### src/rtl/clock_display_scan_if.sv
// Signal bundle between the clock core (master) and the six-digit display scan driver (slave).
interface clock_display_scan_if;
  logic [5:0] i_sec;
  logic [5:0] i_min;
  logic [4:0] i_hr;
  logic       i_blink_en;
  logic [1:0] i_blink_sel;
  logic [5:0] o_digit_en;
  logic [6:0] o_seg;
  logic       o_dp;

  modport master (
    output i_sec, i_min, i_hr, i_blink_en, i_blink_sel,
    input  o_digit_en, o_seg, o_dp
  );

  modport slave (
    input  i_sec, i_min, i_hr, i_blink_en, i_blink_sel,
    output o_digit_en, o_seg, o_dp
  );
endinterface

### src/rtl/clock_display_scan.sv
// Six-digit 7-segment scan driver: per-frame time snapshot, decimal decode, per-field blink.
// Outputs are registered one cycle behind the digit index so enable, segments and dp switch together.
module clock_display_scan #(
  parameter int SCAN_DIV  = 1000,
  parameter int BLINK_DIV = 500000
) (
  input  logic                i_clk,
  input  logic                i_rstn,
  clock_display_scan_if.slave dsp
);
  localparam int SCAN_W  = $clog2(SCAN_DIV);
  localparam int BLINK_W = $clog2(BLINK_DIV);
  localparam logic [SCAN_W-1:0]  SCAN_LAST  = SCAN_W'(SCAN_DIV - 1);
  localparam logic [BLINK_W-1:0] BLINK_LAST = BLINK_W'(BLINK_DIV - 1);

  function automatic logic [6:0] seg7(input logic [3:0] d);
    case (d)
      4'd0:    seg7 = 7'h3F;
      4'd1:    seg7 = 7'h06;
      4'd2:    seg7 = 7'h5B;
      4'd3:    seg7 = 7'h4F;
      4'd4:    seg7 = 7'h66;
      4'd5:    seg7 = 7'h6D;
      4'd6:    seg7 = 7'h7D;
      4'd7:    seg7 = 7'h07;
      4'd8:    seg7 = 7'h7F;
      4'd9:    seg7 = 7'h6F;
      default: seg7 = 7'h40;
    endcase
  endfunction

  logic [SCAN_W-1:0]  scan_cnt_q, scan_cnt_d;
  logic [2:0]         dig_q, dig_d;
  logic [5:0]         sec_q, sec_d;
  logic [5:0]         min_q, min_d;
  logic [4:0]         hr_q, hr_d;
  logic [BLINK_W-1:0] blink_cnt_q, blink_cnt_d;
  logic               blink_ph_q, blink_ph_d;
  logic [5:0]         digit_en_q, digit_en_d;
  logic [6:0]         seg_q, seg_d;
  logic               dp_q, dp_d;

  logic       scan_tc;
  logic       frame_wrap;
  logic [1:0] dig_field;
  logic       blank;
  logic [6:0] field_val [3];
  logic [6:0] dig_code  [6];

  assign field_val[0] = {1'b0, sec_q};
  assign field_val[1] = {1'b0, min_q};
  assign field_val[2] = {2'b00, hr_q};

  // Each field feeds two adjacent digits: ones at the even index, tens at the odd one.
  for (genvar gi = 0; gi < 3; gi++) begin : g_field
    localparam logic [6:0] FIELD_MAX = (gi == 2) ? 7'd23 : 7'd59;
    logic       bad;
    logic [3:0] tens;
    logic [3:0] ones;
    assign bad  = field_val[gi] > FIELD_MAX;
    assign tens = 4'(field_val[gi] / 7'd10);
    assign ones = 4'(field_val[gi] % 7'd10);
    assign dig_code[2*gi]   = bad ? 7'h40 : seg7(ones);
    assign dig_code[2*gi+1] = bad ? 7'h40 : seg7(tens);
  end

  assign scan_tc    = (scan_cnt_q == SCAN_LAST);
  assign frame_wrap = scan_tc && (dig_q == 3'd5);
  assign dig_field  = dig_q[2:1] + 2'd1;
  // Select code 0 can never match dig_field (1..3), so "none" never blanks.
  assign blank      = dsp.i_blink_en && blink_ph_q && (dsp.i_blink_sel == dig_field);

  always_comb begin
    scan_cnt_d  = scan_tc ? '0 : scan_cnt_q + SCAN_W'(1);
    dig_d       = dig_q;
    sec_d       = sec_q;
    min_d       = min_q;
    hr_d        = hr_q;
    blink_cnt_d = '0;
    blink_ph_d  = 1'b0;

    if (scan_tc) begin
      dig_d = frame_wrap ? 3'd0 : dig_q + 3'd1;
    end
    if (frame_wrap) begin
      sec_d = dsp.i_sec;
      min_d = dsp.i_min;
      hr_d  = dsp.i_hr;
    end
    if (dsp.i_blink_en) begin
      blink_cnt_d = (blink_cnt_q == BLINK_LAST) ? '0 : blink_cnt_q + BLINK_W'(1);
      blink_ph_d  = (blink_cnt_q == BLINK_LAST) ? ~blink_ph_q : blink_ph_q;
    end

    digit_en_d = 6'b000001 << dig_q;
    dp_d       = (dig_q == 3'd2) || (dig_q == 3'd4);
    seg_d      = blank ? 7'h00 : dig_code[dig_q];
  end

  always_ff @(posedge i_clk or negedge i_rstn) begin
    if (!i_rstn) begin
      scan_cnt_q  <= '0;
      dig_q       <= 3'd0;
      sec_q       <= 6'd0;
      min_q       <= 6'd0;
      hr_q        <= 5'd0;
      blink_cnt_q <= '0;
      blink_ph_q  <= 1'b0;
      digit_en_q  <= 6'b000001;
      seg_q       <= 7'h3F;
      dp_q        <= 1'b0;
    end else begin
      scan_cnt_q  <= scan_cnt_d;
      dig_q       <= dig_d;
      sec_q       <= sec_d;
      min_q       <= min_d;
      hr_q        <= hr_d;
      blink_cnt_q <= blink_cnt_d;
      blink_ph_q  <= blink_ph_d;
      digit_en_q  <= digit_en_d;
      seg_q       <= seg_d;
      dp_q        <= dp_d;
    end
  end

  assign dsp.o_digit_en = digit_en_q;
  assign dsp.o_seg      = seg_q;
  assign dsp.o_dp       = dp_q;
endmodule
### src/flat_wrapper.sv
// flat-port wrapper written by rule: the top's interface ports become plain ports
module clock_display_scan_flat 
#(
  parameter int SCAN_DIV  = 1000,
  parameter int BLINK_DIV = 500000
)
  (i_clk, i_rstn, dsp_i_sec, dsp_i_min, dsp_i_hr, dsp_i_blink_en, dsp_i_blink_sel, dsp_o_digit_en, dsp_o_seg, dsp_o_dp);
  clock_display_scan_if dsp_i ();
  input  logic i_clk;
  input  logic i_rstn;
  input wire logic [$bits(dsp_i.i_sec)-1:0] dsp_i_sec;
  input wire logic [$bits(dsp_i.i_min)-1:0] dsp_i_min;
  input wire logic [$bits(dsp_i.i_hr)-1:0] dsp_i_hr;
  input wire logic [$bits(dsp_i.i_blink_en)-1:0] dsp_i_blink_en;
  input wire logic [$bits(dsp_i.i_blink_sel)-1:0] dsp_i_blink_sel;
  output wire logic [$bits(dsp_i.o_digit_en)-1:0] dsp_o_digit_en;
  output wire logic [$bits(dsp_i.o_seg)-1:0] dsp_o_seg;
  output wire logic [$bits(dsp_i.o_dp)-1:0] dsp_o_dp;
  assign dsp_i.i_sec = dsp_i_sec;
  assign dsp_i.i_min = dsp_i_min;
  assign dsp_i.i_hr = dsp_i_hr;
  assign dsp_i.i_blink_en = dsp_i_blink_en;
  assign dsp_i.i_blink_sel = dsp_i_blink_sel;
  assign dsp_o_digit_en = dsp_i.o_digit_en;
  assign dsp_o_seg = dsp_i.o_seg;
  assign dsp_o_dp = dsp_i.o_dp;
  clock_display_scan #(.SCAN_DIV(SCAN_DIV), .BLINK_DIV(BLINK_DIV)) u_core (.i_clk(i_clk), .i_rstn(i_rstn), .dsp(dsp_i));
endmodule
### config.mk
export PLATFORM = sky130hd
export DESIGN_NAME = clock_display_scan_flat
export DESIGN_NICKNAME = d
export VERILOG_FILES = /design/src/rtl/clock_display_scan_if.sv /design/src/rtl/clock_display_scan.sv /design/src/flat_wrapper.sv
export SDC_FILE = /design/constraint.sdc
export NUM_CORES = 1
export LEC_CHECK = 0
export ABC_AREA = 1
export BUFFER_PORTS_ARGS = -buffer_cell sky130_fd_sc_hd__buf_4
export CAP_MARGIN = 30
export CORE_MARGIN = 5
export CORE_UTILIZATION = 50
export CTS_CLUSTER_DIAMETER = 200
export DETAILED_ROUTE_END_ITERATION = 10
export GPL_ROUTABILITY_DRIVEN = 0
export MAX_ROUTING_LAYER = met4
export PLACE_DENSITY = 0.76
export SYNTH_ARGS = -nofsm -noshare
export SYNTH_HDL_FRONTEND = slang
export SYNTH_SLANG_ARGS = --single-unit
### constraint.sdc
create_clock -name i_clk -period 2.6 [get_ports i_clk]
set_input_delay 0.13 -clock i_clk [delete_from_list [all_inputs] [get_ports i_clk]]
set_output_delay 0.13 -clock i_clk [all_outputs]
set_load 0.02 [all_outputs]
==> reports/results.md, run 1 <==
| Parameter | Value | Unit |
|---|---|---|
| Result of the run | finished with violations | - |
| Violated checks | negative setup slack | - |
| Cell leakage power | 3.22 | nW |
| Final total negative setup slack | -206 | ps |
| Delay of the slowest cell on the worst path | 450 | ps |
| Die Outline Area | 11300 | um^2 |
| Number of synthesized register bits | 64 | - |
| Clock root buffer | clkbuf_8 | - |
| Net count reported at finish | 807 | - |
| Die outline width | 106 | um |
| Post-route clock period utilization | 1.03 | - |
| Portion of the post-synthesis area used by sequential elements | 0.348 | - |
| Clock latency on the worst-skew pair | 350 | ps |
| Post-detailed-placement half-perimeter wirelength | 7660 | um |
| DRC violations left | 0 | - |
| Power density over the cells | 486 | nW/um^2 |
| Routed wire per std cell | 14.3 | um |
| Setup Skew | 10.9 | ps |
| Vias in the first global route | 4353 | - |
| CTS Buffer Depth | 2 | - |
| TritonCTS clock tree | done | - |
| Die span in y | 106 | um |
| Clock-pin slew on the worst setup and hold paths | 80 | ps |
| Number of routed nets with antenna violations | 0 | - |
| Netlist Area Pre-Place | 4630 | um^2 |
| Number of DRC markers after the initial detailed-route iteration | 256 | - |
| Leading cell types by total area after synthesis | dfrtp_1 (31%), nand2_1 (12%), ha_1 (10%), inv_1 (7.2%), nand3_1 (5.3%) | - |
| Worst VDD drop | 0.279 | mV |
| Warnings, synthesis | 0 | - |
| Number of vias in the routed layout | 4628 | - |
| Largest area contributor in the netlist | dfrtp_1 | - |
| Cell with the largest stage delay on the worst path | dfrtp_2 | - |
| I/O pins | 36 | - |
| Worst endpoint data arrival time | 2970 | ps |
| Pin count of the biggest net entering global routing | 65 | - |
| Syn avg cell area | 7.47 | um^2 |
| Worst setup margin | -90.9 | ps |
| H-tree depth | 3 | - |
| Kind of end point of the critical path | flop | - |
| Post-DR vias/cell | 5.36 | - |
| Number of detailed-routing iterations run before antenna repair | 5 | - |
| Slew @ Worst Pin | 819 | ps |
| Fraction of layout instances using a drive strength above 1 | 0.389 | - |
| Portion of synthesized cell area occupied by the leading cell type | 0.308 | - |
| Kind of launch point of the worst setup path | flop | - |
| Total congestion overflow after global routing | 0 | - |
| Post-detailed-routing wire length | 12400 | um |
| Core area | 9150 | um^2 |
| Final Slew Violations | 0 | - |
| Number of antenna violations at the first check in global routing | 0 | - |
| Normalized max-slew margin | 0.454 | - |
| Type of the worst setup path | reg2reg | - |
| Data required time at the worst endpoint | 2880 | ps |
| CP cell instances | inv_2, nand3_2, nand3_2, nand2_4, nand2_4, nand2_4, nand2_4, inv_4, ha_4, inv_2, nand3_4, nand2_2, inv_2, nand3_2, nand2_2, inv_2, ha_4, or2_4, nand3_2, nand2_2, a21oi_2, nor2_1, nor2_1 | - |
| Endpoints failing setup | 5 | - |
| Diodes inserted | 0 | - |
| F_max | 0.372 | GHz |
| Synthesis-to-layout area growth | 38.6 | % |
| Post-synthesis cell count | 620 | - |
| Setup repair after global routing missed its margin | true | - |
| Total Power Consumption | 3.12 | mW |
| Number of clock sinks | 64 | - |
| Initial Util | 0.506 | - |
| Global-route wire length before repair | 19000 | um |
| Synthesized netlist net count | 679 | - |
| Final core utilization | 0.702 | - |
| Number of hold violations in the final report | 0 | - |
| Number of distinct library cell variants in the gate-level netlist after synthesis | 42 | - |
| Maximum capacitance violations | 0 | - |
| HP Class | in2reg | - |
| I/O Buffers | 35 | - |
| Overall global routing resource usage | 0.211 | - |
| Clock buffers created by TritonCTS | 9 | - |
| Peak fanout along the critical path | 5 | - |
| Post-layout min period | 2690 | ps |
| Fin Hold WS | 15.4 | ps |
| Number of placement rows | 35 | - |
==> worst paths after layout <==
kind                                        from               endpoint  slack, ps  depth (start not counted)
min in group asynchronous                 i_rstn  u_core.blink_cnt_q[9]        430                          2
max reg2reg                      u_core.min_q[3]    u_core.dsp.o_seg[3]        -90                         23
min reg2reg                u_core.blink_cnt_q[0]  u_core.blink_cnt_q[0]        490                          1
min                                 dsp_i_sec[4]        u_core.sec_q[4]         20                          2
max                              u_core.min_q[3]    u_core.dsp.o_seg[3]        -90                         23
max in group asynchronous                 i_rstn        u_core.min_q[3]       1600                          2
==> final cells by class <==
class                           count  area (um^2)
Timing Repair Buffer              125         1010
Inverter                           99          379
Fill cell                         668         2730
Multi-Input combinational cell    449         3060
Tap cell                          111          139
Clock inverter                      5         81.3
Clock buffer                       11          131
Sequential cell                    64         1620
==> worst max-delay path: cells and delay by family, from the launching register on <==
kind / cells / cell delay, ps
simple gates: 15 / 1320
flops: 1 / 450
buf+inv: 5 / 360
fa+ha+maj: 2 / 360
compound gates: 1 / 140
==> sequential cells by signal, summed over array words and instances, names as in the netlist <==
| name | count |
|---|---|
| u_core.dsp.o_digit_en | 6 |
| u_core.sec_q | 6 |
| u_core.dig_q | 3 |
| u_core.hr_q | 5 |
| u_core.dsp.o_seg | 7 |
| u_core.blink_ph_q | 1 |
| u_core.min_q | 6 |
| u_core.blink_cnt_q | 19 |
| u_core.dsp.o_dp | 1 |
| u_core.scan_cnt_q | 10 |
==> what timing repair did <==
item,in CTS,in global routing
endpoints found under the hold margin,72,0
buffers inserted,17,20
gates resized for setup,36,87
cloned,0,0
pin swaps,24,45
endpoints found under the setup margin,6,7
hold buffers,16,0
==> kinds of logic after synthesis <==
group           synth area share
simple gates               0.320
buf+inv                   0.0872
compound gates            0.0932
flops                      0.348
fa+ha+maj                 0.0999
mux                       0.0413
xor+xnor                  0.0111
==> Yosys cell counts <==
library cell,number
or2_1,1
nor2_4,1
and2_1,2
o21ai_1,10
o21ai_2,3
buf_2,2
ha_1,37
nand3_2,7
nand4_2,2
xor2_1,2
nor2_1,51
clkinv_1,2
o211ai_1,1
nor3_1,12
inv_1,89
dfrtp_1,57
a21oi_1,22
xnor2_1,2
nand2_1,142
or2_2,2
nand4_1,12
o21ai_0,27
clkbuf_1,6
nand4_4,1
a31oi_1,7
inv_2,8
and3_1,2
or2_4,1
a21oi_2,2
nand3_4,1
nand2_2,20
xor2_2,1
nor4_1,3
a21boi_2,1
a211oi_1,3
nor3b_1,1
nand3b_1,2
dfstp_2,7
nor4_2,1
o21a_1,1
mux2_2,17
nand3_1,49
==> report_power, final <==
group	leakage, nW	switching, mW	internal [mW]
Combinational	2.32	0.601	0.461
Sequential	0.803	0.0388	1.06
Clock	0.104	0.422	0.541
Total	3.22	1.06	2.06
==> per-stage QoR <==
stage          instance area [um^2]  setup WS, ps  cells
5_1_grt                        6420          -223    864
3_5_place_dp                   5340          -145    797
6_report                       6420         -90.9    864
4_1_cts                        5990         -2.74    845
3_3_place_gp                   5340         -78.3    797
2_1_floorplan                  4680          4.89    620
==> layer usage <==
metal | GRT usage | routed length, um | up-vias
met2 | 0.369 | 6430 | 151
li1 | - | - | 2269
met5 | - | 0 | -
met3 | 0.0443 | 583 | 38
met1 | 0.237 | 5070 | 2170
met4 | 0.0759 | 299 | 0
==> placed cells by master (no fill, tap or decap), types with 3 or more instances in the layout <==
cell type / synthesis / final
nand2_2: 20 / 31
a211oi_1: 3 / 3
o21ai_0: 27 / 22
dfrtp_1: 57 / 51
buf_6: 0 / 8
o21ai_2: 3 / 7
nand2_1: 142 / 118
nor2_1: 51 / 49
a31oi_1: 7 / 7
o21ai_1: 10 / 8
nand2_4: 0 / 13
buf_4: 0 / 101
inv_4: 0 / 3
nand3_4: 1 / 5
nand3_2: 7 / 22
nand3_1: 49 / 30
a21oi_1: 22 / 17
ha_4: 0 / 6
nor4_1: 3 / 3
mux2_2: 17 / 17
nor3_1: 12 / 12
dlygate4sd3_1: 0 / 16
dfrtp_2: 0 / 6
nand4_1: 12 / 12
inv_1: 89 / 70
dfstp_2: 7 / 7
a21oi_2: 2 / 7
ha_1: 37 / 26
clkbuf_8: 0 / 9
ha_2: 0 / 5
inv_2: 8 / 25
o21ai_4: 0 / 3
(Power assumes the default switching activity.)
==> run 2: changes to the inputs <==
- CORE_MARGIN: 5 -> unset
==> reports/results.md, run 2 (synthesis gave the netlist of run 1 again) <==
| Parameter | Value | Unit | Delta |
|---|---|---|---|
| Result of the run | finished with violations | - |  |
| Violated checks | negative setup slack | - |  |
| Normalized max-slew margin | 0.459 | - | +0.00499 |
| Clock root buffer | clkbuf_8 | - |  |
| Core area | 8850 | um^2 | -3.3% |
| Cell internal power dissipation | 1.85 | mW | -10% |
| Clock latency on the worst-skew pair | 350 | ps | about the same |
| Post-DR vias/cell | 5.34 | - | -0.34% |
| Die outline width | 98.3 | um | -7.5% |
| Die Outline Area | 9660 | um^2 | -14% |
| Sequential fraction of design power | 0.381 | - | +0.029 |
| Placed cell count | 795 | - | -0.25% |
| Data required time at the worst endpoint | 2890 | ps | about the same |
| Overall global routing resource usage | 0.238 | - | +0.0272 |
| Initial Util | 0.524 | - | +0.0174 |
| Setup Skew | 12.9 | ps | +2.03 ps |
| Worst endpoint data arrival time | 2930 | ps | -40 ps |
| Number of hold violations in the final report | 0 | - | unchanged |
| Vias in the first global route | 4210 | - | -3.3% |
| Diodes inserted | 0 | - | unchanged |
| Part of the power in combinational logic | 0.343 | - | +0.003 |
| Worst hold path endpoint | u_core.min_q[0] | - |  |
| Maximum capacitance violations | 0 | - | unchanged |
| Number of placement rows | 34 | - | -2.9% |
| DRC violations left | 0 | - | unchanged |
| End of the worst register-to-register path | u_core.dsp.o_seg[3] | - |  |
| Post-detailed-routing wire length | 11600 | um | -6.5% |
| Number of DRC markers after the initial detailed-route iteration | 208 | - | -19% |
| Area of the multi-input gates | 3090 | um^2 | +0.82% |
| Post-placement setup slack | -239 | ps | -93.9 ps |
| Worst R2R Start | u_core.min_q[3] | - |  |
| Source of the worst hold timing path | dsp_i_min[0] | - |  |
| Synthesis-to-layout area growth | 33.5 | % |  |
| Worst VDD drop | 0.295 | mV | +5.6% |
| H-tree depth | 3 | - | unchanged |
| Max FFs per register | 19 | - | unchanged |
| Register-to-register setup slack | -40 | ps | +50 ps |
| Fraction of layout instances using a drive strength above 1 | 0.376 | - | -0.0133 |
| Total of fill cells in the finished design | 688 | - | +3.0% |
| CTS Buffer Depth | 2 | - | unchanged |
| Cell depth of the worst flop-to-flop path | 23 | - | unchanged |
| Fin cells | 837 | - | -3.1% |
| Most frequent standard cell in the layout excluding fill and tap cells | nand2_1 | - |  |
| I/O pins | 36 | - | unchanged |
| Type of the worst setup path | reg2reg | - |  |
| Largest reg by FF count | u_core.blink_cnt_q | - |  |
| Cell leakage power | 3.12 | nW | -3.3% |
| Peak fanout along the critical path | 5 | - | unchanged |
| Slew @ Worst Pin | 811 | ps | -7.48 ps |
| Power density over the cells | 465 | nW/um^2 | -4.4% |
| Number of routed nets with antenna violations | 0 | - | unchanged |
| Final non-filler cell area | 6180 | um^2 | -3.7% |
| I/O Buffers | 35 | - | unchanged |
| Clock buffers created by TritonCTS | 9 | - | unchanged |
| Post-detailed-placement half-perimeter wirelength | 7720 | um | +0.82% |
| Fin Hold WS | 5.56 | ps | -9.82 ps |
| Die span in y | 98.3 | um | -7.5% |
| Number of clock sinks | 64 | - | unchanged |
| Clock network power share | 0.276 | - | -0.032 |
| Setup repair after global routing missed its margin | true | - |  |
| Kind of end point of the critical path | flop | - |  |
| Worst setup margin | -44.8 | ps | +46.1 ps |
| Switching power of the nets | 1.03 | mW | -3.1% |
| Post-layout min period | 2640 | ps | -46.1 ps |
| Net count reported at finish | 783 | - | -3.0% |
| Hold path depth | 2 | - | unchanged |
| Global-route wire length before repair | 18300 | um | -3.6% |
| Instance area at placement | 5350 | um^2 | about the same |
| Number of antenna violations at the first check in global routing | 0 | - | unchanged |
| Pin count of the biggest net entering global routing | 65 | - | unchanged |
| Endpoints failing setup | 4 | - | -1 |
| Routed wire per std cell | 13.8 | um | -3.5% |
| Total congestion overflow after global routing | 0 | - | unchanged |
| Post-route clock period utilization | 1.02 | - | -0.0177 |
| Footprint of the flip-flops and latches | 1620 | um^2 | about the same |
| TritonCTS clock tree | done | - |  |
| Number of vias in the routed layout | 4468 | - | -3.5% |
| Number of detailed-routing iterations run before antenna repair | 7 | - | +2 |
| HP Class | in2reg | - |  |
| Final Slew Violations | 0 | - | unchanged |
| Highest-count cells in the layout ignoring fill and taps | nand2_1 (123), buf_4 (95), inv_1 (72), dfrtp_1 (52), nor2_1 (51) | - |  |
| Share of total power consumed by net switching | 0.358 | - | +0.0179 |
| Total Power Consumption | 2.87 | mW | -8.0% |
| F_max | 0.378 | GHz | +1.7% |
| Clock-pin slew on the worst setup and hold paths | 80 | ps | about the same |
| Kind of launch point of the worst setup path | flop | - |  |
run 2: cell count changes in the layout (fill, tap and decap cells not counted), moves of 3 or more:
cell	before	now
dlygate4sd3_1	16	1
buf_4	101	95
nand2_1	118	123
nand2_2	31	26
inv_2	25	21
buf_6	8	5
ha_2	5	2
ha_4	6	9
nand3_2	22	19
run 2: worst max-delay path by stage:
stage	start	to	depth (start not counted)	slack (ps)
2_1_floorplan	u_core.min_q[5]	u_core.dsp.o_seg[3]	23	5
4_1_cts	u_core.hr_q[3]	u_core.dsp.o_seg[3]	22	4
3_5_place_dp	u_core.sec_q[3]	u_core.dsp.o_seg[5]	25	-240
5_1_grt	u_core.min_q[3]	u_core.dsp.o_seg[5]	23	-220
6_report	u_core.min_q[3]	u_core.dsp.o_seg[3]	23	-40
3_3_place_gp	u_core.min_q[4]	u_core.dsp.o_seg[1]	19	-50
run 2: power groups by stage:
stage,Sequential (mW),Clock (mW),Combinational [mW]
finish,1.10,0.793,0.985
global route,1.10,0.852,1.07
CTS,1.09,0.807,0.823
detailed placement,1.11,0,0.761
global placement,1.11,0,0.735
floorplan,1.14,0,0.458
run 2: through the flow:
step | utilization | TNS, ps
after floorplan | - | 0
after global placement | 0.604 | -66.7
after detailed placement | 0.604 | -662
after CTS | 0.647 | 0
after global routing | 0.699 | -1040
final | 0.699 | -142
run 2: final cells by class:
type                       count  share of cell area
inverter                      99              0.0621
tap                          108              0.0218
multi-input combinational    449               0.499
timing repair buffer         101               0.126
clock buffer                  10              0.0223
sequential                    64               0.261
clock inverter                 6             0.00688
run 2: timing repair:
action / in CTS / in global routing
resized for setup: 30 / 84
hold endpoints to repair: 57 / 0
hold buffers: 1 / 0
setup endpoints to repair: 6 / 8
setup buffers: 12 / 13
pin swaps: 18 / 42
run 2: worst max-delay path, stage by stage (launching register included):
cell and delay [ps]:
dfrtp_2 480, inv_2 110, nand3_2 100, nand3_2 110, nand2_4 80, nand2_4 90
nand2_4 60, nand2_4 80, inv_4 40, ha_4 160, inv_2 60, nand3_4 80
nand2_2 70, inv_2 50, nand3_2 70, nand2_4 70, inv_4 70, ha_4 180
or2_4 250, nand3_2 80, nand2_2 60, a21oi_2 110, nor2_1 40, nor2_1 80
run 2: metal layers:
metal / GRT usage / wire length [um] / vias up
li1: - / - / 2218
met1: 0.298 / 5200 / 2113
met2: 0.394 / 5730 / 114
met3: 0.0379 / 458 / 23
met4: 0.0758 / 186 / 0
met5: - / 0 / -
==> run 3: changes to the inputs <==
- CORE_MARGIN: unset -> 2
==> reports/results.md, run 3 (synthesis gave the netlist of run 1 again) <==
| Parameter | Value | Unit | Delta |
|---|---|---|---|
| Die outline width | 100 | um | +2.0% |
| Slew @ Worst Pin | 809 | ps | -2.15 ps |
| Instance area at placement | 5330 | um^2 | -0.21% |
| Worst setup margin | -135 | ps | -90.3 ps |
| Data required time at the worst endpoint | 2890 | ps | about the same |
| Worst VDD drop | 0.281 | mV | -4.6% |
| Kind of launch point of the worst setup path | flop | - |  |
| Number of hold violations in the final report | 0 | - | unchanged |
| Placed cell count | 796 | - | +0.13% |
| Initial Util | 0.509 | - | -0.0150 |
| Type of the worst setup path | reg2reg | - |  |
| Post-placement setup slack | -176 | ps | +62.9 ps |
| Setup Skew | 12.4 | ps | -0.523 ps |
| Total of fill cells in the finished design | 691 | - | +0.44% |
| TritonCTS clock tree | done | - |  |
| Number of placement rows | 35 | - | +2.9% |
| Clock-pin slew on the worst setup and hold paths | 80 | ps | about the same |
| Die Outline Area | 10100 | um^2 | +4.1% |
| Most frequent standard cell in the layout excluding fill and tap cells | nand2_1 | - |  |
| Vias in the first global route | 4189 | - | -0.50% |
| Net count reported at finish | 782 | - | -0.13% |
| Post-detailed-routing wire length | 12500 | um | +7.7% |
| Endpoints failing setup | 7 | - | +3 |
| Final total negative setup slack | -517 | ps | -376 ps |
| Number of vias in the routed layout | 4557 | - | +2.0% |
| Maximum capacitance violations | 0 | - | unchanged |
| Synthesis-to-layout area growth | 33.2 | % |  |
| HP Class | in2reg | - |  |
| Core area | 9110 | um^2 | +2.9% |
| Worst endpoint data arrival time | 3020 | ps | +90 ps |
| Final Slew Violations | 0 | - | unchanged |
| Largest reg by FF count | u_core.blink_cnt_q | - |  |
| CTS Buffer Depth | 2 | - | unchanged |
| Post-layout min period | 2740 | ps | +90.3 ps |
| Cell leakage power | 3.11 | nW | about the same |
| Global-route wire length before repair | 18300 | um | +0.11% |
| Most common cell type on the critical path | nand2_4 | - |  |
| Delay of the slowest cell on the worst path | 490 | ps | about the same |
| Normalized max-slew margin | 0.460 | - | +0.00143 |
| Clock latency on the worst-skew pair | 360 | ps | about the same |
| H-tree depth | 3 | - | unchanged |
| Peak fanout along the critical path | 4 | - | -1 |
| Number of routed nets with antenna violations | 0 | - | unchanged |
| Area of the multi-input gates | 3020 | um^2 | -2.2% |
| Final core utilization | 0.678 | - | -0.0212 |
| Overall global routing resource usage | 0.230 | - | -0.00743 |
| Max FFs per register | 19 | - | unchanged |
| Final non-filler cell area | 6170 | um^2 | -0.18% |
| Number of antenna violations at the first check in global routing | 0 | - | unchanged |
| I/O pins | 36 | - | unchanged |
| Number of DRC markers after the initial detailed-route iteration | 290 | - | +39% |
| Total congestion overflow after global routing | 0 | - | unchanged |
| Routed wire per std cell | 14.9 | um | +7.5% |
| Clock root buffer | clkbuf_8 | - |  |
| Footprint of the flip-flops and latches | 1620 | um^2 | about the same |
| Cell with the largest stage delay on the worst path | dfrtp_2 | - |  |
| CP cell instances | inv_4, nand3_4, nand3_4, nand2_4, nand2_4, nand2_4, nand2_4, inv_4, ha_4, inv_2, nand3_4, nand2_2, inv_2, nand3_2, nand2_4, inv_4, ha_4, or2_4, nand3_2, nand2_2, a21oi_2, nor2_2, nor2_2 | - |  |
| Highest-count cells in the layout ignoring fill and taps | nand2_1 (126), buf_4 (88), inv_1 (75), dfrtp_1 (51), nor2_1 (49) | - |  |
| Post-route clock period utilization | 1.05 | - | +0.0347 |
| I/O Buffers | 35 | - | unchanged |
| F_max | 0.366 | GHz | -3.3% |
| Result of the run | finished with violations | - |  |
| Fin cells | 839 | - | +0.24% |
| Violated checks | negative setup slack | - |  |
| Pin count of the biggest net entering global routing | 65 | - | unchanged |
| Number of clock sinks | 64 | - | unchanged |
| Clock buffers created by TritonCTS | 9 | - | unchanged |
| Fraction of layout instances using a drive strength above 1 | 0.345 | - | -0.0311 |
| Register-to-register setup slack | -140 | ps | -90 ps |
| Diodes inserted | 0 | - | unchanged |
| Post-DR vias/cell | 5.43 | - | +1.7% |
| Die span in y | 100 | um | +2.0% |
| Power density over the cells | 496 | nW/um^2 | +6.6% |
| Number of detailed-routing iterations run before antenna repair | 5 | - | -2 |
| Post-detailed-placement half-perimeter wirelength | 7640 | um | -1.1% |
| Kind of end point of the critical path | flop | - |  |
| Setup repair after global routing missed its margin | true | - |  |
| DRC violations left | 0 | - | unchanged |
-- run 3: cell types whose count changed in the layout (fill, tap and decap cells not counted), sizes merged --
cell         previous run  this run
buf                   100        91
dlygate4sd3             1         9
inv                    99       100
clkbuf                 10         9
bufinv                  0         2
clkinvlp                2         0
-- run 3: power by group --
group,total [mW],switching (mW),internal (mW)
clock,0.987,0.436,0.551
combinational,0.975,0.574,0.401
sequential,1.10,0.0372,1.06
-- run 3: cell type report --
cell class	count	share of cell area
Sequential cell	64	0.262
Clock inverter	7	0.0168
Multi-Input combinational cell	449	0.489
Tap cell	111	0.0225
Clock buffer	9	0.0201
Inverter	99	0.0622
Timing Repair Buffer	100	0.127
-- run 3: what timing repair did --
item / in CTS / in global routing
hold endpoints to repair: 64 / 1
resized for setup: 26 / 69
endpoints found under the setup margin: 6 / 9
hold buffers: 8 / 1
buffers inserted: 11 / 7
pin swaps: 11 / 33
-- run 3: final timing paths --
check	from	to	cells past startpoint
max	u_core.min_q[3]	u_core.dsp.o_seg[3]	23
max in group asynchronous	i_rstn	u_core.sec_q[4]	2
min in group asynchronous	i_rstn	u_core.blink_cnt_q[8]	2
min	dsp_i_sec[3]	u_core.sec_q[3]	2
min reg2reg	u_core.blink_cnt_q[16]	u_core.blink_cnt_q[16]	1
max reg2reg	u_core.min_q[3]	u_core.dsp.o_seg[3]	23
-- run 3: worst max-delay path, delay by kind of cell, from the launching register on --
family                   cells  cell delay, ps
AND/OR/NAND/NOR             15            1350
flip-flops                   1             490
buffers and inverters        5             350
adder cells (fa/ha/maj)      2             350
AO/OA/AOI/OAI                1             120
-- run 3: metrics by stage --
step / hold slack [ps] / power [mW]
6_report: 2.56 / 3.06
5_1_grt: 0.177 / 3.22
4_1_cts: 0.0419 / 2.91
3_5_place_dp: 278 / 1.87
3_3_place_gp: 278 / 1.84
2_1_floorplan: -166 / 1.60
-- run 3: routing by layer --
metal / wire (um) / vias up / track usage
met3: 478 / 52 / 0.0355
li1: - / 2214 / -
met4: 435 / 0 / 0.0695
met1: 5240 / 2142 / 0.288
met5: 0 / - / -
met2: 6310 / 149 / 0.386
